## src/rtl/fifo_pkg.sv

```systemverilog
// rtl/fifo_pkg.sv - shared FIFO geometry for the write and read pointer blocks
package fifo_pkg;

    localparam int FIFO_PTR_W    = 8;
    localparam int FIFO_DEPTH    = 90;
    localparam int FIFO_AF_LEVEL = 80;

    typedef enum logic [1:0] {
        PTR_HOLD    = 2'b00,
        PTR_INCR    = 2'b01,
        PTR_WRAP    = 2'b10
    } ptr_move_e;

endpackage

```

## src/rtl/bin2gray.sv

```systemverilog
// rtl/bin2gray.sv - binary to Gray code converter shared by both pointer domains
module bin2gray
    import fifo_pkg::*;
#(
    parameter int N = FIFO_PTR_W
) (
    input  logic [N-1:0] bin_i,
    output logic [N-1:0] gray_o
);

    assign gray_o = bin_i ^ (bin_i >> 1);

endmodule

```

## src/rtl/fifo_write_ctrl.sv

```systemverilog
// rtl/fifo_write_ctrl.sv - write-side pointer, flags and occupancy for a non-power-of-two FIFO
module fifo_write_ctrl
    import fifo_pkg::*;
#(
    parameter int N        = FIFO_PTR_W,
    parameter int depth    = FIFO_DEPTH,
    parameter int AF_LEVEL = FIFO_AF_LEVEL
) (
    input  logic         wr_clk,
    input  logic         wr_rst,
    input  logic         wr_en,
    input  logic [N-1:0] rdPtr,
    output logic [N-1:0] wrPtr,
    output logic [N-1:0] wrPtr_gray,
    output logic [N-2:0] wr_addr,
    output logic         o_wr_we,
    output logic         o_fifo_full,
    output logic         o_almost_full,
    output logic [N-1:0] o_fill_count,
    output logic         o_overflow,
    output logic         o_wr_ack
);

    localparam logic [N-1:0] DEPTH_N   = N'(depth);
    localparam logic [N-1:0] AF_N      = N'(AF_LEVEL);
    localparam logic [N-2:0] LAST_ADDR = (N-1)'(depth - 1);

    logic [N-1:0] wr_ptr_q, wr_ptr_d;
    logic [N-1:0] gray_q, gray_d;
    logic         af_q, af_d;
    logic         ovf_q, ovf_d;
    logic         ack_q, ack_d;
    ptr_move_e    move;

    // Occupancy modulo 2^N; wrap bits differ means the writer is one lap ahead.
    function automatic logic [N-1:0] fill_of(input logic [N-1:0] wp, input logic [N-1:0] rp);
        logic [N-1:0] f;
        if (wp[N-1] == rp[N-1]) begin
            f = {1'b0, wp[N-2:0]} - {1'b0, rp[N-2:0]};
        end else begin
            f = DEPTH_N - {1'b0, rp[N-2:0]} + {1'b0, wp[N-2:0]};
        end
        return f;
    endfunction

    assign o_fifo_full = (wr_ptr_q[N-1] != rdPtr[N-1]) && (wr_ptr_q[N-2:0] == rdPtr[N-2:0]);
    assign o_wr_we     = wr_en & ~o_fifo_full & ~wr_rst;

    always_comb begin
        move = PTR_HOLD;
        if (o_wr_we) begin
            move = (wr_ptr_q[N-2:0] == LAST_ADDR) ? PTR_WRAP : PTR_INCR;
        end
    end

    always_comb begin
        wr_ptr_d = wr_ptr_q;
        unique case (move)
            PTR_INCR: wr_ptr_d = {wr_ptr_q[N-1], wr_ptr_q[N-2:0] + 1'b1};
            PTR_WRAP: wr_ptr_d = {~wr_ptr_q[N-1], {(N-1){1'b0}}};
            default:  wr_ptr_d = wr_ptr_q;
        endcase
    end

    // Gray is derived from the next pointer so both registers update on the same edge.
    bin2gray #(.N(N)) u_bin2gray (
        .bin_i  (wr_ptr_d),
        .gray_o (gray_d)
    );

    always_comb begin
        af_d  = fill_of(wr_ptr_d, rdPtr) >= AF_N;
        ovf_d = ovf_q | (wr_en & o_fifo_full);
        ack_d = o_wr_we;
    end

    always_ff @(posedge wr_clk) begin
        if (wr_rst) begin
            wr_ptr_q <= '0;
            gray_q   <= '0;
            af_q     <= 1'b0;
            ovf_q    <= 1'b0;
            ack_q    <= 1'b0;
        end else begin
            wr_ptr_q <= wr_ptr_d;
            gray_q   <= gray_d;
            af_q     <= af_d;
            ovf_q    <= ovf_d;
            ack_q    <= ack_d;
        end
    end

    assign wrPtr         = wr_ptr_q;
    assign wrPtr_gray    = gray_q;
    assign wr_addr       = wr_ptr_q[N-2:0];
    assign o_fill_count  = fill_of(wr_ptr_q, rdPtr);
    assign o_almost_full = af_q;
    assign o_overflow    = ovf_q;
    assign o_wr_ack      = ack_q;

endmodule

```

## config.mk

```make
export PLATFORM = sky130hd
export DESIGN_NAME = fifo_write_ctrl
export DESIGN_NICKNAME = d
export VERILOG_FILES = /design/src/rtl/fifo_pkg.sv /design/src/rtl/bin2gray.sv /design/src/rtl/fifo_write_ctrl.sv
export SDC_FILE = /design/constraint.sdc
export NUM_CORES = 1
export LEC_CHECK = 0
export CAP_MARGIN = 20
export CORE_MARGIN = 2
export CORE_UTILIZATION = 25
export CTS_CLUSTER_DIAMETER = 80
export DETAILED_ROUTE_END_ITERATION = 12
export DONT_BUFFER_PORTS = 1
export GPL_TIMING_DRIVEN = 0
export HOLD_SLACK_MARGIN = 0.12
export PLACE_DENSITY_LB_ADDON = 0.15
export SYNTH_ARGS = -nofsm -noshare
export SYNTH_HDL_FRONTEND = slang
export SYNTH_HIERARCHICAL = 1
export SYNTH_SLANG_ARGS = --single-unit
export TNS_END_PERCENT = 10
```

## constraint.sdc

```tcl
create_clock -name wr_clk -period 5.1 [get_ports wr_clk]
set_input_delay 1.275 -clock wr_clk [delete_from_list [all_inputs] [get_ports wr_clk]]
set_output_delay 1.275 -clock wr_clk [all_outputs]
set_load 0.01 [all_outputs]
```

==> flow_summary.ini <==
[run_status]
status = finished, final reports clean

[floorplanning]
die-width_um = 93.3
ios = 47
rows = 32
die_y_um = 93.3
design.die.area_um2 = 8700
core_um2 = 7730
start_util = 0.258

[timing]
fin_crit_sh = 0.933
finalClockSkew_ps = 3.41
fmax_mhz = 210
setup_violations = 0
period_needed_ps = 4760
whs_ps = 557
hold_viol = 0
max_slew_margin = 0.421
rsz0062_at_grt = no
fin_tns_setup_ps = 0
slew_violations = 0
worst_pin_slew_ps = 844

[yosys]
postSynthCellCount = 247
ys_async_sr_fraction = 0
synth_nets = 287
ys_seq_area_frac = 0.191
synth-edff-count = 0
synth_cell_type_count = 44
syn_avg_cell_area_um2 = 8.07
mappedNetlistArea_um2 = 1990
ys_ff_latch = 19
ys_warn_count = 6
synth-main-ff-cell = dfxtp_1

[worst_setup_path]
worstSetupPathType = in2out
critPathMaxFanout = 5
regToRegEndpoint = o_almost_full$_SDFF_PP0_
endpoint_kind = primary output
cp-start-kind = input port
rr_worst_depth = 13
cp.required_ps = 3830
reg2reg_from = wrPtr[5]$_SDFF_PP0_
crit_arrival_ps = 3480
rrSetupSlack_ps = 1010

[clocking]
path_clk_slew_ps = 70
postCtsHoldBufs = 0
cts.sinks = 19
cts_resized = 0
insertion_delay_ps = 250
cts_buffer_depth = 2
cts_max_level = 1
cts_made_buffers = 3
root_buffer = clkbuf_8
tritoncts = done
post_cts_buffers = 0

[detailed_routing]
ant_nets = 0
dr.pass1.iters = 4
dr.first_iter.drc_count = 65
drc = 0
wirelength_um = 5200
avgRoutedWirePerCell_um = 14.7
via_count = 1633
viasPerCell = 4.63

[hold_path]
min_to = o_overflow$_SDFF_PP0_
hold_path_depth = 2
min_from = o_overflow$_SDFF_PP0_
hold_path.class = reg2reg

[pwr]
swShare = 0.309
peakVddDrop_mv = 0.0919
p_leak_nw = 0.997
power_frac_comb = 0.292
p_sw_mw = 0.113
p_per_area_nw_per_um2 = 168
power.share.sequential = 0.431
clkPwrFrac = 0.277
p_int_mw = 0.251

[layout]
area_delta_synth_final_pct = 8.66
layout_common_cells = 27 x ha_1, 21 x o21ai_0, 20 x inv_1
final_util = 0.280
nets = 292
drive_gt1_frac = 0.0757
diodes = 0
layout_commonest_cell = ha_1

[global_routing]
antenna_found_initial = 0
overflow = 0
grt_use_total = 0.124
grt_max_degree = 11
grt_pass1_vias = 1655
grt_pass1_wl_um = 8540

[run]
drv_cap = 0

[place]
dp.final_hpwl_um = 4300
gp_congestion = 0.763
port-buffer-count = 0
routing by layer:
metal	global-route usage	up-vias	wire (um)
met3	0.0387	8	308
met2	0.208	37	2400
met5	0	-	0
li1	-	854	-
met1	0.159	734	2400
met4	0.0172	0	89
state kept, by name, indices dropped and copies added (netlist names):
signal / count
o_almost_full: 1
o_overflow: 1
o_wr_ack: 1
wrPtr: 8
wrPtr_gray: 8
per-stage QoR:
step	instances	setup WS [ps]	cell area [um^2]	power, mW
after floorplan	247	554	1990	0.246
after global placement	349	364	2120	0.267
after CTS	353	328	2170	0.371
after global routing	353	116	2170	0.393
after detailed placement	349	342	2120	0.268
final	353	342	2170	0.364
Yosys cell counts (all sizes together), types with 2 or more instances:
master  instances  share of area
a311oi          2         0.0088
inv            20          0.038
o31ai           5          0.019
o21a            4          0.015
a21oi          19          0.048
nand2          12          0.023
ha             27           0.17
nor2b          19          0.060
fa              2          0.020
xnor2          13          0.061
nor3            9          0.031
nor2           15          0.028
dfxtp          19           0.19
clkbuf          3         0.0056
xor2           15          0.070
and2            2         0.0063
a21o            2         0.0075
or3             4          0.013
nand2b          2         0.0063
o21ai          22          0.055
buf             9          0.036
mux2i           3          0.015
nand3           4          0.010
worst max-delay path, cell delays in order:
cell and delay [ps]:
inv_1 60, ha_1 180, nor2b_1 160, or3_1 320
and2_1 200, ha_1 330, a21oi_1 220, o21bai_1 120
a2111o_1 410, o21ai_0 90, nor3_1 120
cell type report:
cell class	count	area, um^2
buffer	12	82.6
clock buffer	4	45.0
fill	828	5560
inverter	20	75.1
multi-input combinational	196	1460
sequential	19	380
tap	102	128
power groups by stage:
stage	Clock [mW]	Combinational, mW	Sequential, mW
2_1_floorplan	0	0.0871	0.159
3_3_place_gp	0	0.107	0.160
3_5_place_dp	0	0.108	0.160
4_1_cts	0.106	0.108	0.157
5_1_grt	0.113	0.123	0.157
6_report	0.101	0.106	0.157
kinds of logic (layout without fill, tap and decap cells):
kind of cell | count (synthesis) | count (layout) | synth area share
simple gates | 76 | 76 | 0.215
compound gates | 60 | 60 | 0.180
buf+inv | 32 | 36 | 0.0791
fa+ha+maj | 29 | 29 | 0.190
xor+xnor | 28 | 28 | 0.131
flops | 19 | 19 | 0.191
mux | 3 | 3 | 0.0151
how the worst max path moves through the flow:
| stage | startpoint | to | depth (start not counted) | slack (ps) |
|---|---|---|---|---|
| 6_report | rdPtr[2] | o_fill_count[6] | 11 | 340 |
| 4_1_cts | rdPtr[2] | o_fill_count[6] | 11 | 330 |
| 5_1_grt | rdPtr[2] | o_fill_count[6] | 11 | 120 |
| 3_3_place_gp | rdPtr[2] | o_fill_count[6] | 11 | 360 |
| 2_1_floorplan | rdPtr[2] | o_fill_count[6] | 11 | 550 |
| 3_5_place_dp | rdPtr[2] | o_fill_count[6] | 11 | 340 |
Note: power is estimated with default switching activity, not from simulation.
